$ cat config.mk
export PLATFORM = sky130hd
export DESIGN_NAME = pan_splitter_flat
export DESIGN_NICKNAME = d
export VERILOG_FILES = /design/src/rtl/pan_splitter_if.sv /design/src/rtl/pan_splitter.sv /design/src/flat_wrapper.sv
export SDC_FILE = /design/constraint.sdc
export NUM_CORES = 1
export LEC_CHECK = 0
export ABC_AREA = 1
export CORE_ASPECT_RATIO = 0.7
export CORE_UTILIZATION = 25
export CTS_CLUSTER_SIZE = 20
export DETAILED_ROUTE_END_ITERATION = 6
export PLACE_DENSITY = 0.39
export SLEW_MARGIN = 20
export SYNTH_ARGS = -nofsm -noshare
export SYNTH_HDL_FRONTEND = slang
export SYNTH_SLANG_ARGS = --single-unit
$ cat constraint.sdc
create_clock -name clock -period 4.71 [get_ports clock]
set_clock_uncertainty 0.15 [all_clocks]
set_input_delay 0.471 -clock clock [delete_from_list [all_inputs] [get_ports clock]]
set_output_delay 0.471 -clock clock [all_outputs]
set_load 0.02 [all_outputs]
$ cat src/rtl/pan_splitter_if.sv
// Control/audio bundle for pan_splitter.
// The master side drives the sample strobe and buttons; the slave side returns the panned pair.
interface pan_splitter_if;
    logic               ready;
    logic signed [17:0] audio_in;
    logic               pan_up;
    logic               pan_down;
    logic               mute;
    logic signed [17:0] audio_out_l;
    logic signed [17:0] audio_out_r;
    logic               out_valid;
    logic        [4:0]  weight_l;
    logic        [4:0]  weight_r;
    logic               busy;

    modport master (
        output ready, audio_in, pan_up, pan_down, mute,
        input  audio_out_l, audio_out_r, out_valid, weight_l, weight_r, busy
    );

    modport slave (
        input  ready, audio_in, pan_up, pan_down, mute,
        output audio_out_l, audio_out_r, out_valid, weight_l, weight_r, busy
    );
endinterface

$ cat src/rtl/pan_splitter.sv
// Mono-to-stereo panner with button-driven weight ramp and mute fade.
// Two-stage pipeline: pan products on the ready cycle, then gain scaling into the output registers.
module pan_splitter (
    input  logic          clock,
    input  logic          reset,
    pan_splitter_if.slave bus
);
    typedef enum logic [1:0] {PLAY, FADE_OUT, MUTED, FADE_IN} fade_state_e;

    localparam logic [4:0] FULL = 5'd31;
    localparam logic [4:0] MID  = 5'd16;

    fade_state_e        state_q;
    logic        [4:0]  g_q;
    logic        [4:0]  t_q, t_d;
    logic        [4:0]  w_q, w_d;
    logic               up_prev_q, down_prev_q;
    logic               up_edge, down_edge;

    logic               s1_valid_q;
    logic signed [22:0] p_l_q, p_r_q;
    logic        [4:0]  s1_g_q;
    logic signed [22:0] p_l_d, p_r_d;

    logic signed [22:0] scaled_l, scaled_r;
    logic signed [17:0] out_l_q, out_r_q;
    logic               out_valid_q;

    assign up_edge   = bus.pan_up   & ~up_prev_q;
    assign down_edge = bus.pan_down & ~down_prev_q;

    always_comb begin
        t_d = t_q;
        if (up_edge && !down_edge && t_q != FULL)
            t_d = t_q + 5'd1;
        else if (down_edge && !up_edge && t_q != 5'd0)
            t_d = t_q - 5'd1;

        // The weight chases the target seen before this cycle's button edge.
        w_d = w_q;
        if (bus.ready) begin
            if (w_q < t_q)
                w_d = w_q + 5'd1;
            else if (w_q > t_q)
                w_d = w_q - 5'd1;
        end
    end

    // Operands are widened to the full 23-bit product width so the multiply is exact.
    always_comb begin
        p_l_d = $signed({{5{bus.audio_in[17]}}, bus.audio_in}) * $signed({18'd0, w_q});
        p_r_d = $signed({{5{bus.audio_in[17]}}, bus.audio_in}) * $signed({18'd0, FULL - w_q});
    end

    // Taking the upper bits of a signed value is a floor (arithmetic) shift.
    always_comb begin
        scaled_l = $signed({{5{p_l_q[22]}}, p_l_q[22:5]}) * $signed({18'd0, s1_g_q});
        scaled_r = $signed({{5{p_r_q[22]}}, p_r_q[22:5]}) * $signed({18'd0, s1_g_q});
    end

    always_ff @(posedge clock) begin
        // NOTE: state uses non-blocking assignments so every register samples pre-edge values.
        if (reset) begin
            up_prev_q   <= 1'b0;
            down_prev_q <= 1'b0;
            t_q         <= MID;
            w_q         <= MID;
            s1_valid_q  <= 1'b0;
            p_l_q       <= '0;
            p_r_q       <= '0;
            s1_g_q      <= FULL;
            out_l_q     <= '0;
            out_r_q     <= '0;
            out_valid_q <= 1'b0;
        end else begin
            up_prev_q   <= bus.pan_up;
            down_prev_q <= bus.pan_down;
            t_q         <= t_d;
            w_q         <= w_d;
            s1_valid_q  <= bus.ready;
            if (bus.ready) begin
                p_l_q  <= p_l_d;
                p_r_q  <= p_r_d;
                s1_g_q <= g_q;
            end
            out_valid_q <= s1_valid_q;
            if (s1_valid_q) begin
                out_l_q <= scaled_l[22:5];
                out_r_q <= scaled_r[22:5];
            end
        end
    end

    // A reversal mid-fade turns around at the current gain without taking a step.
    always_ff @(posedge clock) begin
        if (reset) begin
            state_q <= PLAY;
            g_q     <= FULL;
        end else begin
            case (state_q)
                PLAY: begin
                    g_q <= FULL;
                    if (bus.mute) state_q <= FADE_OUT;
                end
                FADE_OUT: begin
                    if (!bus.mute) begin
                        state_q <= FADE_IN;
                    end else if (g_q == 5'd0) begin
                        state_q <= MUTED;
                    end else if (bus.ready) begin
                        g_q <= g_q - 5'd1;
                        if (g_q == 5'd1) state_q <= MUTED;
                    end
                end
                MUTED: begin
                    g_q <= 5'd0;
                    if (!bus.mute) state_q <= FADE_IN;
                end
                FADE_IN: begin
                    if (bus.mute) begin
                        state_q <= FADE_OUT;
                    end else if (g_q == FULL) begin
                        state_q <= PLAY;
                    end else if (bus.ready) begin
                        g_q <= g_q + 5'd1;
                        if (g_q == FULL - 5'd1) state_q <= PLAY;
                    end
                end
                default: state_q <= PLAY;
            endcase
        end
    end

    assign bus.audio_out_l = out_l_q;
    assign bus.audio_out_r = out_r_q;
    assign bus.out_valid   = out_valid_q;
    assign bus.weight_l    = w_q;
    assign bus.weight_r    = FULL - w_q;
    assign bus.busy        = (w_q != t_q) || (state_q == FADE_OUT) || (state_q == FADE_IN);
endmodule

$ cat src/flat_wrapper.sv
// flat-port wrapper written by rule: the top's interface ports become plain ports
module pan_splitter_flat 
  (clock, reset, bus_ready, bus_audio_in, bus_pan_up, bus_pan_down, bus_mute, bus_audio_out_l, bus_audio_out_r, bus_out_valid, bus_weight_l, bus_weight_r, bus_busy);
  pan_splitter_if bus_i ();
  input  logic clock;
  input  logic reset;
  input wire logic [$bits(bus_i.ready)-1:0] bus_ready;
  input wire logic [$bits(bus_i.audio_in)-1:0] bus_audio_in;
  input wire logic [$bits(bus_i.pan_up)-1:0] bus_pan_up;
  input wire logic [$bits(bus_i.pan_down)-1:0] bus_pan_down;
  input wire logic [$bits(bus_i.mute)-1:0] bus_mute;
  output wire logic [$bits(bus_i.audio_out_l)-1:0] bus_audio_out_l;
  output wire logic [$bits(bus_i.audio_out_r)-1:0] bus_audio_out_r;
  output wire logic [$bits(bus_i.out_valid)-1:0] bus_out_valid;
  output wire logic [$bits(bus_i.weight_l)-1:0] bus_weight_l;
  output wire logic [$bits(bus_i.weight_r)-1:0] bus_weight_r;
  output wire logic [$bits(bus_i.busy)-1:0] bus_busy;
  assign bus_i.ready = bus_ready;
  assign bus_i.audio_in = bus_audio_in;
  assign bus_i.pan_up = bus_pan_up;
  assign bus_i.pan_down = bus_pan_down;
  assign bus_i.mute = bus_mute;
  assign bus_audio_out_l = bus_i.audio_out_l;
  assign bus_audio_out_r = bus_i.audio_out_r;
  assign bus_out_valid = bus_i.out_valid;
  assign bus_weight_l = bus_i.weight_l;
  assign bus_weight_r = bus_i.weight_r;
  assign bus_busy = bus_i.busy;
  pan_splitter u_core (.clock(clock), .reset(reset), .bus(bus_i));
endmodule
# After elaboration in Yosys (flattened, before gate mapping)
# Cells that the tools add are included.
[classes] add_sub_neg=7 multipliers=4 div_mod_pow=0 n_lt_le_gt_ge=2 n_eq_ne=20 shift=0 muxes=22 bitwise=4 n_reduce_logical=16
[ops] cell="$mul 18x6->23" count=4
[ops] cell="$mux 5" count=10
[ops] cell="$mux 2" count=10
[ops] cell="$pmux 5 s4" count=1
[ops] cell="$ne 2x2->1 const B" count=8
[ops] cell="$add 5x1->5 const B" count=3
[ops] cell="$sub 5x1->5 const B" count=3
[ops] cell="$reduce_and 6->1" count=2
[ops] cell="$eq 5x5->1 const B" count=2
[ops] cell="$ne 4x2->1 const B" count=2
[ops] cell="$ne 4x3->1 const B" count=2
[ops] cell="$pmux 2 s4" count=1
[ops] cell="$eq 5x1->1 const B" count=1
[ops] cell="$gt 5x5->1" count=1
[ops] cell="$logic_not 5->1" count=1
[ops] cell="$lt 5x5->1" count=1
[ops] cell="$ne 5x5->1" count=1
[ops] cell="$ne 5x5->1 const B" count=1
[ops] cell="$reduce_bool 5->1" count=1
[ops] cell="$sub 5x5->5 const A" count=1
[ops] cell="$eq 2x2->1 const B" count=2
[ops] cell="$logic_and 1x1->1" count=4
[ops] cell="$reduce_bool 2->1" count=2
[ops] cell="$and 1x1->1" count=2
[ops] cell="other kinds (6)" count=9
[word_totals] regBits=108 latchBits=0 ramBits=0 mem_bits_ro=0 in_bits=24 output_inout_bits=48 mem_count=0

# Depth between registers and ports, before layout
# Gate-level depths: netlist of run 1.
[logic_depth] ltp_word=7 ltp_mapped=22

# Worst setup path after synthesis of run 1
# No wires, ideal clock.
[synth_path] kind="register to register" from="reg u_core.w_q[0], in the netlist u_core.bus.weight_l[0]" to="reg u_core.p_r_q[20]" setup_ns=0.109 arrival_ns=3.920 t_required_ns=4.451 setup_slack_ns=0.532 path_stages_with_launch=19 period_less_slack_ns=4.178 path_cell_list="dfxtp_1 -> buf_2 -> buf_1 -> nor2_1 -> fa_1 -> fa_1 -> inv_1 -> fa_1 -> inv_1 -> ha_1 -> a21oi_1 -> a21boi_0 -> nand2_1 -> nand2_1 -> nand3_1 -> nand2_1 -> nand3_1 -> nand2_1 -> inv_1"
[synth_between] elab_chain_cells=2
[synth_lines] element="start, declared" line_no="pan_splitter.sv:16" text="logic [4:0] w_q, w_d;"
[synth_lines] element="start signal, assigned" line_no="pan_splitter.sv:79" text="w_q <= w_d;"
[synth_lines] element="$sub 5x5->5" line_no="pan_splitter.sv:52" text="p_r_d = $signed({{5{bus.audio_in[17]}}, bus.audio_in}) * $signed({18'd0, FULL - w_q});"
[synth_lines] element="$mul 18x6->23" line_no="pan_splitter.sv:52"
[synth_lines] element="end signal, assigned" line_no="pan_splitter.sv:83" text="p_r_q <= p_r_d;"
[synth_lines] element="end, declared" line_no="pan_splitter.sv:21" text="logic signed [22:0] p_l_q, p_r_q;"
# Every way passes these cells.
# A chain may end at the register's enable or synchronous reset.

# Final worst setup path of run 1
[layout_path] from="in bus_audio_in[12]" to="reg u_core.p_l_q[20]"
[layout_between] elab_chain_cells=1
[layout_lines] element="start, declared" line_no="flat_wrapper.sv:8" text="input wire logic [$bits(bus_i.audio_in)-1:0] bus_audio_in;"
[layout_lines] element="$mul 18x6->23" line_no="pan_splitter.sv:51" text="p_l_d = $signed({{5{bus.audio_in[17]}}, bus.audio_in}) * $signed({18'd0, w_q});"
[layout_lines] element="end signal, assigned" line_no="pan_splitter.sv:82" text="p_l_q <= p_l_d;"
[layout_lines] element="end, declared" line_no="pan_splitter.sv:21"
# Every way passes these cells.

==> results.py, run 1 <==
metrics = {
    "synthesis": {
        "synth_seq_area_share_pct": 11.0,
        "synth_ff_type": "dfxtp_1",
        "synthCells": 2704,
        "synthTopCellsByArea": "fa_1 24%, inv_1 17%, ha_1 12%",
        "synthTopCellsByCount": "801 x inv_1, 541 x nand2_1, 306 x nor2_1",
        "synth_edf_count": 0,
        "avgSynthCellArea_um2": 6.62,
        "yosys.area.top_type": "fa_1",
        "syn_nets": 3120,
        "synth_warnings": 0,
        "yosysMostFrequentCell": "inv_1",
        "syn_area_um2": 17900,
        "postSynth.asyncResetShare_pct": 0,
        "netlist.area_leader.share_pct": 23.9,
        "synth-seq-cells": 98,
        "yosysUniqueCellTypes": 41,
    },
    "layout": {
        "fin_nets": 3230,
        "diodes": 0,
        "layout-drive-gt1-share_pct": 5.50,
        "regArea_um2": 1970,
        "post-route-util_pct": 29.3,
        "fillers": 7901,
        "syn2layout_area_growth_pct": 15.3,
        "multi_input_area_um2": 12700,
    },
    "critical_path": {
        "critPathLaunchType": "input pin",
        "r2r_cells": 18,
        "cp_data_required_time_ps": 4830,
        "arrival_ps": 4540,
        "timing_worst_setup_path_type": "in2reg",
        "crit_path_end_kind": "flop",
        "path_max_fanout": 5,
        "reg2reg_slack_ps": 340,
    },
    "timing": {
        "fin_crit_ps": 4420,
        "drv_slew": 0,
        "relSlewSlack_pct": 50.5,
        "fmax_mhz": 226,
        "hold_violations": 0,
        "setup_viol": 0,
        "fin_crit_sh_pct": 93.8,
        "worst_slew_pin_slew_ps": 743,
        "rsz0062_at_grt": "false",
    },
    "die": {
        "core_um2": 70300,
        "ioPinCount": 72,
        "dieArea_um2": 72700,
        "num_rows": 81,
        "die_y_um": 226,
        "start_util_pct": 25.4,
        "die_w_um": 322,
    },
    "clock_tree": {
        "clk_pin_slew_ps": 70,
        "cts_num_sinks": 98,
        "numCtsBuffers": 9,
        "tritoncts": "built",
        "post_cts_buffers": 0,
        "worstSkewPairLatency_ps": 370,
        "h-tree-depth": 3,
        "cts-root-buf": "clkbuf_16",
        "clockBufferDepth": 2,
    },
    "drt": {
        "dr.pass1.iters": 7,
        "vias": 16000,
        "routed_via_density": 4.25,
        "drc": 0,
        "drt_iter0_drc": 829,
        "ant_nets": 0,
        "drt_wl_total_um": 50600,
        "post_drt_wl_per_cell_um": 13.4,
    },
    "global_routing": {
        "grt_pass1_vias": 17000,
        "grt_pass1_wl_um": 87500,
        "grt_overflow": 0,
        "grt_start_max_net_pins": 69,
        "antenna_found_initial": 0,
        "track_usage_pct": 14.9,
    },
    "min_path": {
        "holdPathStages": 2,
        "holdCritPathClass": "reg2reg",
    },
    "place": {
        "hpwl_um": 42500,
        "gp_congestion": 0.862,
        "port_buffers": 71,
    },
    "flow_run": {
        "maxCapViolations": 0,
    },
    "status": {
        "status": "finished clean",
    },
}
-- cells by family (layout without fill, tap and decap cells) --
group                      count (synthesis)  in the layout  share of synthesized area, %
and+or+nand+nor                         1029           1029                          23.4
buffers and inverters                    868            983                          18.3
adders and majority gates                392            392                          36.4
AOI/OAI and AO/OA                        271            271                          8.77
DFF                                       98             98                          11.0
xor gates and xnor gates                  45             45                          2.20
muxes                                      1              1                        0.0559
-- worst max-delay path, cell delays in order --
cell	delay, ps
clkdlybuf4s50_1	600
buf_4	170
nand2_1	50
inv_1	80
fa_1	440
fa_1	540
inv_1	50
fa_1	480
inv_1	50
ha_1	380
nand2_1	130
nor2_1	140
inv_1	70
nor3_1	260
nand4_1	240
nand4_1	160
nand3_1	90
nand2_1	90
inv_1	40
-- through the flow --
| step | setup TNS, ps | hold slack (ps) | area (um^2) | setup WS, ps | std cells |
|---|---|---|---|---|---|
| final | 0 | 339 | 20600 | 291 | 3773 |
| after global routing | 0 | 368 | 20600 | 21.9 | 3773 |
| after CTS | 0 | 347 | 20600 | 62.9 | 3773 |
| after detailed placement | -345 | 336 | 20300 | -204 | 3757 |
| after global placement | -433 | 338 | 20300 | -250 | 3757 |
| after floorplan | 0 | 353 | 17900 | 532 | 2704 |
-- cell type report --
cell class                 instances  area share (%)
sequential                        98            9.53
clock buffer                       9            1.09
multi-input combinational       1738            61.4
tap                              954            5.78
clock inverter                     7           0.291
timing repair buffer             165            7.30
inverter                         802            14.6
-- final timing paths --
kind                                  start                         end
setup / recovery           bus_audio_in[12]            u_core.p_l_q[20]
hold / removal    u_core.bus.audio_out_l[4]   u_core.bus.audio_out_l[4]
setup reg to reg           u_core.s1_g_q[1]  u_core.bus.audio_out_r[15]
hold reg to reg   u_core.bus.audio_out_l[4]   u_core.bus.audio_out_l[4]
-- layer usage --
metal / up-vias / global-route usage, % / wire length, um
li1: 8186 / - / -
met4: 0 / 1.95 / 401
met2: 164 / 25.2 / 22800
met5: - / 0 / 0
met3: 25 / 1.28 / 1020
met1: 7663 / 21.0 / 26400
-- layout by cell type (no fill, tap or decap), types with 3 or more instances in the layout --
cell type	instances
o211ai_1	7
nand2_2	25
inv_1	800
xnor2_1	24
nand2_1	541
ha_1	178
a31oi_1	13
a21oi_1	90
nor3_1	12
o31ai_1	3
nand4_1	23
o221ai_1	6
buf_12	8
a21o_1	17
o21bai_1	9
clkinvlp_4	3
a21boi_0	3
clkbuf_16	9
fa_1	214
o21ai_0	88
o21ai_1	13
xor2_1	21
dfxtp_1	96
nand3_1	108
buf_4	86
clkdlybuf4s50_1	69
nor2_1	306
nor4_1	4
o21a_1	11
-- state kept, by name, summed over array words and instances (netlist names) --
| name | count |
|---|---|
| u_core.bus.audio_out_l | 18 |
| u_core.bus.audio_out_r | 18 |
| u_core.p_l_q | 18 |
| u_core.p_r_q | 18 |
| u_core.bus.weight_l | 5 |
| u_core.g_q | 5 |
| u_core.s1_g_q | 5 |
| u_core.t_q | 5 |
| u_core.state_q | 2 |
| u_core.bus.out_valid | 1 |
| u_core.down_prev_q | 1 |
| u_core.s1_valid_q | 1 |
| u_core.up_prev_q | 1 |
-- timing repair --
item	CTS	global route
endpoints found under the setup margin	0	9
gates resized for setup	0	6
hold buffers	0	0
Power of run 1 is not shown: default switching activity piles up to over one toggle a cycle in this logic, so the estimate is an artifact.
==> run 2, diff against run 1 <==
Settings changed: TNS_END_PERCENT set to 30.
==> results of run 2 <==
No change in the layout: final DEF, timing and power equal those of run 1.
Power of run 2 is left out for the same reason.
==> run 3, diff against run 2 <==
Settings changed: CAP_MARGIN set to 20, CELL_PAD_IN_SITES_DETAIL_PLACEMENT set to 2, CELL_PAD_IN_SITES_GLOBAL_PLACEMENT set to 2, PLACE_DENSITY 0.39 to 0.6.
==> run 3 against run 2 <==
Register-to-register slack got worse by 60 ps. Flip-flop and latch count unchanged. Routed wire length increased by 17%. Final cell count increased by 1.2%. Largest cell class unchanged.
==> results.py, run 3 (same netlist as run 1, synthesis figures left out) <==
metrics = {
    "status": {
        "status": "finished clean",
    },
    "clock_tree": {
        "cts_num_sinks": 98,
        "cts-root-buf": "clkbuf_16",
        "clockBufferDepth": 2,
        "numCtsBuffers": 9,
        "worstSkewPairLatency_ps": 390,
        "tritoncts": "built",
        "h-tree-depth": 3,
        "clk_pin_slew_ps": 80,
    },
    "die": {
        "start_util_pct": 25.4,
        "die_w_um": 322,
        "ioPinCount": 72,
        "num_rows": 81,
        "die_y_um": 226,
        "core_um2": 70300,
        "dieArea_um2": 72700,
    },
    "global_routing": {
        "antenna_found_initial": 0,
        "grt_start_max_net_pins": 69,
        "grt_pass1_wl_um": 102000,
        "track_usage_pct": 17.4,
        "grt_pass1_vias": 19600,
        "grt_overflow": 0,
    },
    "timing": {
        "fin_crit_sh_pct": 94.0,
        "worst_slew_pin_slew_ps": 774,
        "rsz0062_at_grt": "false",
        "hold_ws_ps": 345,
        "setup_viol": 0,
        "fmax_mhz": 226,
        "drv_slew": 0,
        "hold_violations": 0,
        "relSlewSlack_pct": 48.2,
        "fin_crit_ps": 4430,
    },
    "drt": {
        "ant_nets": 0,
        "drc": 0,
        "dr.pass1.iters": 5,
        "drt_wl_total_um": 59200,
        "vias": 16900,
        "routed_via_density": 4.43,
        "post_drt_wl_per_cell_um": 15.5,
        "drt_iter0_drc": 494,
    },
    "layout": {
        "fin_area_um2": 21000,
        "final_cell_mix": "800 x inv_1, 541 x nand2_1, 306 x nor2_1",
        "layout-drive-gt1-share_pct": 6.88,
        "diodes": 0,
        "layout.cells.most_common": "inv_1",
        "fillers": 8541,
        "syn2layout_area_growth_pct": 17.4,
        "fin_nets": 3276,
    },
    "critical_path": {
        "crit_path_end_kind": "flop",
        "cp_data_required_time_ps": 4850,
        "arrival_ps": 4570,
        "path_max_fanout": 37,
        "critPathLaunchType": "flop",
        "timing_worst_setup_path_type": "reg2reg",
    },
    "flow_run": {
        "maxCapViolations": 0,
    },
    "place": {
        "port_buffers": 71,
        "dpl_cell_area_um2": 20700,
        "gp_congestion": 0.821,
        "hpwl_um": 50700,
    },
    "min_path": {
        "holdCritPathClass": "reg2reg",
    },
}
## run 3: cell count changes in the layout (fill, tap and decap cells not counted), sizes merged
cell and change:
clkbuf +1, buf +46, clkinv +1, clkinvlp -2
clkdlybuf4s50 -1, dlymetal6s2s +1
## run 3: layout make-up
type                            count  area, um^2  share of cell area [%]
Timing Repair Buffer              211        1890                    9.00
Tap cell                          954        1190                    5.68
Inverter                          802        3010                    14.3
Clock buffer                       10         229                    1.09
Clock inverter                      6        56.3                   0.268
Multi-Input combinational cell   1738       12700                    60.3
Sequential cell                    98        1960                    9.34
## run 3: critical path: stages (launching register included)
cell     delay (ps)
dfxtp_1         330
buf_12          170
inv_1           320
nand2_1         150
fa_1            570
inv_1            60
fa_1            530
inv_1            50
fa_1            470
inv_1            40
ha_1            330
nand2_1         150
inv_1           110
buf_4           100
nand3_1          90
nor2_1          180
nand4_1         160
nand4_1         130
nand3_1          70
nand2_1          80
inv_1            40
## run 3: stage by stage
| step | setup TNS (ps) | cells | setup slack (ps) | util, % |
|---|---|---|---|---|
| final | 0 | 3819 | 281 | 29.9 |
| after global routing | 0 | 3819 | 33.8 | 29.9 |
| after CTS | 0 | 3819 | 219 | 29.9 |
| after detailed placement | -803 | 3803 | -186 | 29.5 |
| after global placement | -103 | 3803 | -79.6 | 29.5 |
| after floorplan | 0 | 2704 | 532 | - |
## run 3: path summary, 6_finish.rpt
check	start	endpoint	slack, ps	cells after the start
setup reg to reg	u_core.bus.weight_l[2]	u_core.p_r_q[22]	280	20
setup / recovery	u_core.bus.weight_l[2]	u_core.p_r_q[22]	280	20
hold reg to reg	u_core.bus.audio_out_l[2]	u_core.bus.audio_out_l[2]	340	2
hold / removal	u_core.bus.audio_out_l[2]	u_core.bus.audio_out_l[2]	340	2
## run 3: metal layers
layer | track usage (%) | routed length (um) | share of wire (%)
met5 | 0 | 0 | 0
met4 | 2.26 | 437 | 0.74
met3 | 1.61 | 729 | 1.2
met2 | 30.8 | 28500 | 48
met1 | 23.3 | 29500 | 50
## run 3: timing repair
action | in CTS | in global routing
setup buffers | 0 | 0
gates resized for setup | 0 | 2
endpoints found under the setup margin | 0 | 5
hold buffers | 0 | 0
Power of run 3 is left out for the same reason.
